### src/rtl/approx_mul_pkg.sv
// Shared types and helpers for the pipelined approximate multiplier.
//   mode_e     : per-transaction mode tag (exact / truncated-approximate)
//   approx_ref : behavioural approximate product, column-truncated plus
//                compensation constant, used by the in-RTL consistency check
//   params_ok  : legality check for W / TRUNC / COMP
package approx_mul_pkg;

  typedef enum logic {
    MODE_EXACT  = 1'b0,
    MODE_APPROX = 1'b1
  } mode_e;

  localparam int MAX_W = 16;
  localparam logic [2*MAX_W-1:0] REF_ONE = 32'd1;

  // Sum of the kept partial-product bits (column i+j >= trunc) plus comp.
  // The caller truncates the result to its own 2W-bit width.
  function automatic logic [2*MAX_W-1:0] approx_ref(
    input logic [MAX_W-1:0]   a,
    input logic [MAX_W-1:0]   b,
    input int                 trunc,
    input logic [2*MAX_W-1:0] comp
  );
    logic [2*MAX_W-1:0] p;
    p = comp;
    for (int i = 0; i < MAX_W; i++)
      for (int j = 0; j < MAX_W; j++)
        if (a[i] && b[j] && (i + j) >= trunc) p = p + (REF_ONE << (i + j));
    return p;
  endfunction

  function automatic bit params_ok(input int w, input int trunc, input longint comp);
    return (w >= 4) && (w <= MAX_W) && (trunc >= 0) && (trunc <= 2*w - 1) &&
           (comp >= 0) && (comp < (longint'(1) << (2*w)));
  endfunction

endpackage

### src/rtl/FA.sv
// Full adder cell: s = a ^ b ^ ci, co = majority(a, b, ci).
module FA (
  input  logic a,
  input  logic b,
  input  logic ci,
  output logic s,
  output logic co
);
  assign s  = a ^ b ^ ci;
  assign co = (a & b) | (ci & (a ^ b));
endmodule

### src/rtl/HA.sv
// Half adder cell: s = a ^ b, co = a & b.
module HA (
  input  logic a,
  input  logic b,
  output logic s,
  output logic co
);
  assign s  = a ^ b;
  assign co = a & b;
endmodule

### src/rtl/approx_mul_csa_tree.sv
// Combinational carry-save reduction for the S2 stage.
//   a, b  : operands
//   mode  : MODE_APPROX zeroes columns < TRUNC and injects COMP as an extra row
//   sum, carry : two 2W-bit rows whose sum (mod 2^2W) is the product
// W partial-product rows plus the COMP row are folded two at a time into a
// running (sum, carry) pair with 4:2 compressor rows; an odd leftover row is
// absorbed with one FA row. Carries past bit 2W-1 are dropped (mod 2^2W).
module approx_mul_csa_tree
  import approx_mul_pkg::*;
#(
  parameter int          W     = 8,
  parameter int          TRUNC = 5,
  parameter int unsigned COMP  = 6
) (
  input  logic [W-1:0]   a,
  input  logic [W-1:0]   b,
  input  mode_e          mode,
  output logic [2*W-1:0] sum,
  output logic [2*W-1:0] carry
);
  localparam int P = 2*W;
  localparam int N = W + 1;
  localparam int K = (N - 2) / 2;
  localparam bit ODD_ROW = ((N - 2) % 2) == 1;
  localparam logic [P-1:0] LOW      = (P'(1) << TRUNC) - P'(1);
  localparam logic [P-1:0] COMP_ROW = P'(COMP);

  logic [N-1:0][P-1:0] row;

  always_comb begin
    row = '0;
    for (int j = 0; j < W; j++)
      row[j] = ({{W{1'b0}}, a & {W{b[j]}}} << j) & ((mode == MODE_APPROX) ? ~LOW : '1);
    row[N-1] = (mode == MODE_APPROX) ? COMP_ROW : '0;
  end

  for (genvar k = 0; k < K; k++) begin : g_c42
    logic [P-1:0] x1, x2, s, cy, co, ci;
    logic unused_msb;
    if (k == 0) begin : g_src
      assign x1 = row[0];
      assign x2 = row[1];
    end else begin : g_src
      assign x1 = g_c42[k-1].s;
      assign x2 = {g_c42[k-1].cy[P-2:0], 1'b0};
    end
    assign ci = {co[P-2:0], 1'b0};
    for (genvar i = 0; i < P; i++) begin : g_bit
      exact_4to2_compressor u_cmp (
        .x1(x1[i]), .x2(x2[i]), .x3(row[2*k+2][i]), .x4(row[2*k+3][i]),
        .cin(ci[i]), .sum(s[i]), .carry(cy[i]), .cout(co[i]));
    end
    assign unused_msb = co[P-1] ^ cy[P-1];
  end

  logic [P-1:0] fs, fc;
  assign fs = g_c42[K-1].s;
  assign fc = {g_c42[K-1].cy[P-2:0], 1'b0};

  if (ODD_ROW) begin : g_last
    logic [P-1:0] s, cy;
    logic unused_bits;
    // fc[0] is always 0 (shifted carry row), so bit 0 only needs a HA
    HA u_ha (.a(fs[0]), .b(row[N-1][0]), .s(s[0]), .co(cy[0]));
    for (genvar i = 1; i < P; i++) begin : g_bit
      FA u_fa (.a(fs[i]), .b(fc[i]), .ci(row[N-1][i]), .s(s[i]), .co(cy[i]));
    end
    assign sum   = s;
    assign carry = {cy[P-2:0], 1'b0};
    assign unused_bits = cy[P-1] ^ fc[0];
  end else begin : g_last
    assign sum   = fs;
    assign carry = fc;
  end

endmodule

### src/rtl/exact_4to2_compressor.sv
// Exact 4:2 compressor: x1+x2+x3+x4+cin = sum + 2*(carry + cout).
// cout depends only on x1..x3, so a row of these never forms a ripple loop
// through cin.
module exact_4to2_compressor (
  input  logic x1,
  input  logic x2,
  input  logic x3,
  input  logic x4,
  input  logic cin,
  output logic sum,
  output logic carry,
  output logic cout
);
  logic s1;

  FA u_fa0 (.a(x1), .b(x2), .ci(x3),  .s(s1),  .co(cout));
  FA u_fa1 (.a(s1), .b(x4), .ci(cin), .s(sum), .co(carry));
endmodule

### src/rtl/approx_mul_pipe.sv
// Three-stage valid/ready W x W unsigned multiplier, exact or approximate
// per transaction, with a saturating count of approximate results delivered.
//   CLK, RST_N          : clock, async active-low reset
//   in_valid/in_ready   : operand handshake (in_a, in_b, in_mode)
//   out_valid/out_ready : result handshake (out_p, out_mode)
//   cnt_clr, approx_cnt : sync clear / saturating approximate-result count
// Each stage loads when it is empty or the stage after it drains, so
// bubbles collapse and in_ready drops only with all three stages full.
module approx_mul_pipe
  import approx_mul_pkg::*;
#(
  parameter int          W     = 8,
  parameter int          TRUNC = 5,
  parameter int unsigned COMP  = 6,
  parameter int          CNT_W = 32
) (
  input  logic             CLK,
  input  logic             RST_N,
  input  logic             in_valid,
  output logic             in_ready,
  input  logic [W-1:0]     in_a,
  input  logic [W-1:0]     in_b,
  input  logic             in_mode,
  output logic             out_valid,
  input  logic             out_ready,
  output logic [2*W-1:0]   out_p,
  output logic             out_mode,
  input  logic             cnt_clr,
  output logic [CNT_W-1:0] approx_cnt
);
  localparam int STAGES = 3;
  localparam int P = 2*W;

  if (!params_ok(W, TRUNC, longint'(COMP))) begin : g_param_err
    $error("approx_mul_pipe: illegal W/TRUNC/COMP");
  end

  logic [STAGES:1]   vld_pipe;
  logic [STAGES+1:1] rdy;
  logic [W-1:0]      a1, b1;
  mode_e             m1, m2, m3;
  logic [P-1:0]      tree_s, tree_c, s2, c2, model_p;

  always_comb begin
    rdy = '0;
    rdy[STAGES+1] = out_ready;
    for (int k = STAGES; k >= 1; k--) rdy[k] = !vld_pipe[k] || rdy[k+1];
  end

  assign in_ready  = rdy[1];
  assign out_valid = vld_pipe[STAGES];
  assign out_mode  = m3;

  always_ff @(posedge CLK or negedge RST_N)
    if (!RST_N) vld_pipe <= '0;
    else begin
      if (rdy[1]) vld_pipe[1] <= in_valid;
      for (int k = 2; k <= STAGES; k++)
        if (rdy[k]) vld_pipe[k] <= vld_pipe[k-1];
    end

  // S1: operand capture
  always_ff @(posedge CLK or negedge RST_N)
    if (!RST_N) begin
      a1 <= '0;
      b1 <= '0;
      m1 <= MODE_EXACT;
    end else if (rdy[1] && in_valid) begin
      a1 <= in_a;
      b1 <= in_b;
      m1 <= mode_e'(in_mode);
    end

  approx_mul_csa_tree #(.W(W), .TRUNC(TRUNC), .COMP(COMP)) u_tree (
    .a(a1), .b(b1), .mode(m1), .sum(tree_s), .carry(tree_c));

  // Reference value for the consistency assertion only; no datapath use.
  always_comb
    model_p = (m1 == MODE_APPROX) ? P'(approx_ref(16'(a1), 16'(b1), TRUNC, COMP))
                                  : P'(a1) * P'(b1);

  // S2: carry-save rows
  always_ff @(posedge CLK or negedge RST_N)
    if (!RST_N) begin
      s2 <= '0;
      c2 <= '0;
      m2 <= MODE_EXACT;
    end else if (rdy[2] && vld_pipe[1]) begin
      s2 <= tree_s;
      c2 <= tree_c;
      m2 <= m1;
      assert (P'(tree_s + tree_c) == model_p);
    end

  // S3: carry-propagate add, carry-out beyond 2W discarded
  always_ff @(posedge CLK or negedge RST_N)
    if (!RST_N) begin
      out_p <= '0;
      m3    <= MODE_EXACT;
    end else if (rdy[3] && vld_pipe[2]) begin
      out_p <= s2 + c2;
      m3    <= m2;
    end

  always_ff @(posedge CLK or negedge RST_N)
    if (!RST_N) approx_cnt <= '0;
    else if (cnt_clr) approx_cnt <= '0;
    else if (out_valid && out_ready && m3 == MODE_APPROX && approx_cnt != '1)
      approx_cnt <= approx_cnt + CNT_W'(1);

endmodule

### config.mk
export PLATFORM = sky130hd
export DESIGN_NAME = approx_mul_pipe
export DESIGN_NICKNAME = d
export VERILOG_FILES = /design/src/rtl/approx_mul_pkg.sv /design/src/rtl/FA.sv /design/src/rtl/HA.sv /design/src/rtl/approx_mul_csa_tree.sv /design/src/rtl/exact_4to2_compressor.sv /design/src/rtl/approx_mul_pipe.sv
export SDC_FILE = /design/constraint.sdc
export NUM_CORES = 1
export LEC_CHECK = 0
export ABC_AREA = 1
export CAP_MARGIN = 10
export CELL_PAD_IN_SITES_DETAIL_PLACEMENT = 2
export CELL_PAD_IN_SITES_GLOBAL_PLACEMENT = 2
export CORE_UTILIZATION = 40
export CTS_CLUSTER_DIAMETER = 40
export DETAILED_ROUTE_END_ITERATION = 6
export GPL_ROUTABILITY_DRIVEN = 0
export PLACE_DENSITY_LB_ADDON = 0.05
export SYNTH_ARGS = -nofsm -noshare
export SYNTH_HDL_FRONTEND = slang
export SYNTH_HIERARCHICAL = 1
export SYNTH_SLANG_ARGS = --single-unit
### constraint.sdc
create_clock -name CLK -period 10.3 [get_ports CLK]
set_clock_uncertainty 0.05 [all_clocks]
set_input_delay 2.06 -clock CLK [delete_from_list [all_inputs] [get_ports CLK]]
set_output_delay 2.06 -clock CLK [all_outputs]
set_load 0.1 [all_outputs]
==> summary.txt, run 1 <==
Logic synthesis
  – Seq/Total Area, Yosys: 30.1%
  – Cells after Synth: 966
  – Post-synth top area share: 30.1%
  – Distinct cells, synth: 30
  – Fraction of registers with async set/reset: 100%
  – Number of synthesized register bits: 102
  – XOR/XNOR Fraction of Synth Area: 1.44%
  – Post-synthesis compound-gate area fraction: 1.06%
  – Simple-gate area share of the yosys netlist: 24.5%
  – YS warnings: 6
  – Area contributors post-synth: dfrtp_1 (30%), fa_1 (26%), nand2_1 (14%)
  – Main synth FF type: dfrtp_1
  – Multiplexer area fraction after synthesis: 6.37%
  – Adder-cell share of the synthesized area: 28.9%
  – Yosys top cell by area: dfrtp_1
  – Main combinational cell family by area after synthesis: adder cells
  – Avg Inst Size Synth: 8.79 um2
  – Post-synth EDFFs: 0
  – Post-Syn Area: 8490 um2

Detailed routing
  – Vias: 6,774
  – DRC errors left: 0
  – Drt pass-1 iters: 4
  – Final ANT Viol Nets: 0
  – Routed WL: 25,700 um
  – Routed wire per std cell: 18.6 um
  – Via density: 4.92
  – First DRT Iteration DRCs: 200

Power
  – Worst VDD drop: 0.128 mV
  – Cell area power density: 331 nW/um2
  – P_leak: 0.00516 uW
  – Pwr Total: 3320 uW

GRT
  – Vias in the first global route: 8,064
  – Remaining Overflow, GRT: 0
  – Initial antenna violation count: 0
  – Largest net degree at the start of global routing: 55
  – First-pass GRT wire length: 42,000 um
  – Gr usage total: 25.2%

Timing
  – Endpoints failing hold: 0
  – Worst rel slew slack: 30.1%
  – Final number of max-transition violations: 0
  – Final worst slack: 4050 ps
  – Worst-margin pin slew: 1050 ps
  – Fin crit period: 6250 ps
  – RSZ-0062 raised after global routing: no
  – Setup violations, final: 0
  – Sum Neg Setup Slack: 0 ps
  – Period utilization: 60.7%
  – Maximum clock rate: 160 MHz

Die
  – Initial Utilization: 41.4%
  – Die Y: 148 um
  – IO Pins: 73
  – Die area: 21,800 um2
  – Core area: 20,500 um2
  – FP Rows: 52
  – Die width: 148 um

Finish
  – NumNets Final: 1,253
  – Ant diodes: 0
  – Area delta synth->final: 18.0%
  – Fill count: 2,337
  – Commonest non-fill, non-tap cell in the layout: nand2_1
  – Fraction of layout cells with a size suffix above 1: 7.95%
  – Most frequent cells in the layout: nand2_1 (328), inv_1 (120), fa_1 (112)

Critical path
  – Worst Setup End Kind: primary output
  – Critical Path RT: 8190 ps
  – CP arrival: 4140 ps
  – Worst Path Buf+Inv: 3
  – CP top delay family: buffers and inverters
  – Maximum fanout along the worst path: 3
  – CP Cell Sequence: clkdlybuf4s50_1, inv_1, nand2_1, nor2_1, nand2_1, clkdlybuf4s50_1
  – Crit Path Category: in -> out
  – Max incr delay on CP: 1180 ps
  – Slowest cell on the critical path: clkdlybuf4s50_1
  – CP Launch Type: input pin

CTS
  – H-tree levels: 3
  – Num CTS Buffers: 9
  – Clock buffer depth: 2
  – Post-cts resize count: 0
  – Clk_lat worst skew: 360 ps
  – CTS clk-pin slew, worst paths: 80 ps
  – CTS hold repair buffers: 0
  – Clock sinks: 102
  – Root Buffer: clkbuf_16
  – CTS tree: done
  – Post-CTS Setup Bufs: 0

Place
  – HPWL Detailed: 19,100 um
  – I/O Buffers: 72
  – Placement Setup Slack: 4060 ps

Run status
  – Outcome: finished, final reports clean

Hold path
  – Worst min-delay path class: reg -> reg

Job
  – Max cap viols: 0
-- worst min-delay path, stage by stage (launching register included) --
cell	delay, ps
dfrtp_1	350
nand2_1	50
nand2_1	50
-- synth_stat cells, types with 4 or more instances --
master    instances
nand2_1         328
inv_1           120
fa_1            112
dfrtp_1         102
nor2_1           80
mux2_2           48
nand3_1          41
nand4_1          23
buf_2            22
ha_1             17
xnor2_1          10
a21oi_1           9
o21ai_0           9
or2_2             7
clkbuf_1          6
nand2_2           4
nand3b_1          4
xor2_1            4
-- report_power, final --
group	internal (uW)	total [uW]	switching, uW
clock network	200	381	181
registers	529	634	105
logic	949	2300	1350
-- area by class of cell --
type,instances,area (um2),share of cell area (%)
multi-input cells,791,5610,56.0
flip-flops and latches,102,2550,25.5
repair buffers,74,733,7.32
inverters,124,470,4.70
well taps,270,338,3.37
clock buffers,10,239,2.39
clock inverters,6,77.6,0.774
-- final timing paths --
check                                      start                     to  slack [ps]  depth (start not counted)
max reg2reg                       m1$_DFFE_PN0P_      s2[1]$_DFFE_PN0P_        5250                          9
min reg2reg                out_p[14]$_DFFE_PN0P_  out_p[14]$_DFFE_PN0P_         440                          2
min                        out_p[14]$_DFFE_PN0P_  out_p[14]$_DFFE_PN0P_         440                          2
max                                    out_ready               in_ready        4050                          6
max in group asynchronous                  RST_N     s2[12]$_DFFE_PN0P_        7300                          2
min in group asynchronous                  RST_N   out_p[0]$_DFFE_PN0P_        1670                          1
-- state kept, by name, indices dropped and copies added (netlist names) --
register	count
a1	8
approx_cnt	32
b1	8
c2	16
m1	1
m2	1
out_mode	1
out_p	16
s2	16
vld_pipe	3
-- kinds of logic (layout without fill, tap and decap cells) --
| group | count (synthesis) | after routing |
|---|---|---|
| other | 1 | 84 |
| AND/OR/NAND/NOR | 498 | 498 |
| AO/OA/AOI/OAI | 18 | 18 |
| adder cells (fa/ha/maj) | 129 | 129 |
| multiplexers | 48 | 48 |
| XOR/XNOR | 14 | 14 |
| flip-flops | 102 | 102 |
| buffers and inverters | 156 | 214 |
-- routing by layer --
layer / global-route usage [%] / vias to the layer above / part of all wire (%)
met3: 3.70 / 37 / 2.8
met4: 7.22 / 0 / 1.9
met5: 0 / - / 0
met2: 48.7 / 80 / 57
met1: 28.3 / 3525 / 39
li1: - / 3132 / -
-- through the flow --
stage               area, um2  std cells  hold slack, ps  utilization (%)
finish                  10000       1377             436             48.9
global route            10000       1377             466             48.9
CTS                     10000       1377             442             48.9
detailed placement       9700       1361             420             47.3
global placement         9700       1361             414             47.3
floorplan                8800       1049             392                -
(Power assumes the default switching activity.)
==> inputs of run 2 (changes only) <==
CORE_UTILIZATION = 33   (was 40)
clock period = 5.2 ns   (was 10.3 ns; I/O delays follow)
==> summary.txt, run 2 (same netlist as run 1, synthesis figures left out) <==
Critical path
  – Crit Path Category: reg -> reg
  – Critical Path RT: 5390 ps
  – Reg2Reg Depth: 9
  – R2R Path Start: m1$_DFFE_PN0P_
  – CP arrival: 5050 ps
  – R2R Setup Slk: 340 ps
  – Worst Setup End Kind: register
  – CP Launch Type: register
  – Maximum fanout along the worst path: 16
  – Reg2reg end: s2[1]$_DFFE_PN0P_

GRT
  – Initial antenna violation count: 0
  – Largest net degree at the start of global routing: 62
  – Remaining Overflow, GRT: 0
  – Gr usage total: 18.6%
  – Vias in the first global route: 7,552
  – First-pass GRT wire length: 38,200 um

Timing
  – Setup violations, final: 0
  – Endpoints failing hold: 0
  – Period utilization: 93.4%
  – Final number of max-transition violations: 0
  – RSZ-0062 raised after global routing: no
  – Worst rel slew slack: 32.5%
  – Sum Neg Setup Slack: 0 ps
  – Maximum clock rate: 206 MHz
  – Worst-margin pin slew: 1010 ps
  – Fin crit period: 4860 ps

Finish
  – NumNets Final: 1,255
  – Fraction of layout cells with a size suffix above 1: 8.12%
  – Utilization after layout: 40.2%
  – Commonest non-fill, non-tap cell in the layout: nand2_1
  – Ant diodes: 0
  – Max FFs per register: 32
  – Largest Register: approx_cnt
  – Most frequent cells in the layout: nand2_1 (328), inv_1 (120), fa_1 (112)
  – Area delta synth->final: 19.1%

Power
  – Worst VDD drop: 0.323 mV
  – Pwr Total: 6410 uW
  – P_leak: 0.00518 uW
  – Switching Fraction: 48.1%
  – Combinational power share: 68.4%
  – Internal: 3330 uW
  – Sw power: 3080 uW
  – Clock power share: 12.1%
  – Cell area power density: 634 nW/um2
  – Seq pwr share: 19.5%

Detailed routing
  – Routed wire per std cell: 16.0 um
  – Final ANT Viol Nets: 0
  – Via density: 4.62
  – Routed WL: 23,000 um
  – DRC errors left: 0
  – First DRT Iteration DRCs: 126
  – Drt pass-1 iters: 4
  – Vias: 6,648

Die
  – FP Rows: 58
  – Die width: 162 um
  – Die area: 26,400 um2
  – Core area: 25,200 um2
  – Initial Utilization: 33.7%
  – IO Pins: 73
  – Die Y: 162 um

CTS
  – Clock sinks: 102
  – Root Buffer: clkbuf_16
  – H-tree levels: 3
  – Post-cts resize count: 0
  – CTS hold repair buffers: 0
  – CTS tree: done
  – Num CTS Buffers: 9
  – Clk_lat worst skew: 360 ps
  – Clock buffer depth: 2
  – Post-CTS Setup Bufs: 0
  – CTS clk-pin slew, worst paths: 80 ps

Run status
  – Outcome: finished, final reports clean

Job
  – Max cap viols: 0

Place
  – HPWL Detailed: 18,100 um
  – I/O Buffers: 72

Hold path
  – Hold Path Stages: 2
  – Hold Path End: out_p[10]$_DFFE_PN0P_
  – Worst min-delay path class: reg -> reg
  – Hold Startpoint: out_p[10]$_DFFE_PN0P_
[run 2: layer usage]
| metal | wire [um] | track usage (%) | vias up |
|---|---|---|---|
| met1 | 9710 | 21.7 | 3465 |
| met2 | 12700 | 36.0 | 46 |
| li1 | - | - | 3124 |
| met3 | 423 | 2.47 | 13 |
| met4 | 208 | 3.60 | 0 |
| met5 | 0 | 0 | - |
[run 2: worst max path at each step]
stage	startpoint	endpoint	slack, ps	cells past startpoint
floorplan	m1$_DFFE_PN0P_	s2[3]$_DFFE_PN0P_	540	10
global placement	m1$_DFFE_PN0P_	s2[1]$_DFFE_PN0P_	420	9
detailed placement	m1$_DFFE_PN0P_	s2[1]$_DFFE_PN0P_	310	9
CTS	m1$_DFFE_PN0P_	s2[4]$_DFFE_PN0P_	290	9
global route	m1$_DFFE_PN0P_	s2[4]$_DFFE_PN0P_	120	9
finish	m1$_DFFE_PN0P_	s2[1]$_DFFE_PN0P_	340	9
[run 2: power groups by stage]
| stage | Combinational (uW) | Sequential, uW | Clock, uW |
|---|---|---|---|
| after floorplan | 2940 | 1670 | 0 |
| after global placement | 4240 | 1270 | 0 |
| after detailed placement | 4460 | 1270 | 0 |
| after CTS | 4490 | 1260 | 811 |
| after global routing | 5040 | 1290 | 826 |
| final | 4380 | 1250 | 775 |
[run 2: final cells by class]
type	instances	area, um2
clock buffer	11	243
clock inverter	5	81.3
fill	2869	15100
inverter	124	470
multi-input combinational	791	5610
sequential	102	2550
tap	330	413
timing repair buffer	76	746
[run 2: stage by stage]
stage	hold slack (ps)	cell area [um2]	cells	setup slack (ps)
finish	439	10100	1439	342
global route	470	10100	1439	116
CTS	445	10100	1439	288
detailed placement	425	9790	1423	308
global placement	423	9790	1423	419
floorplan	392	8800	1049	536
[run 2: worst max-delay path: stages, from the launching register on]
cell	delay, ps
dfrtp_1	650
nor2_1	140
fa_1	530
fa_1	520
fa_1	530
fa_1	520
fa_1	530
fa_1	540
fa_1	480
mux2_2	260
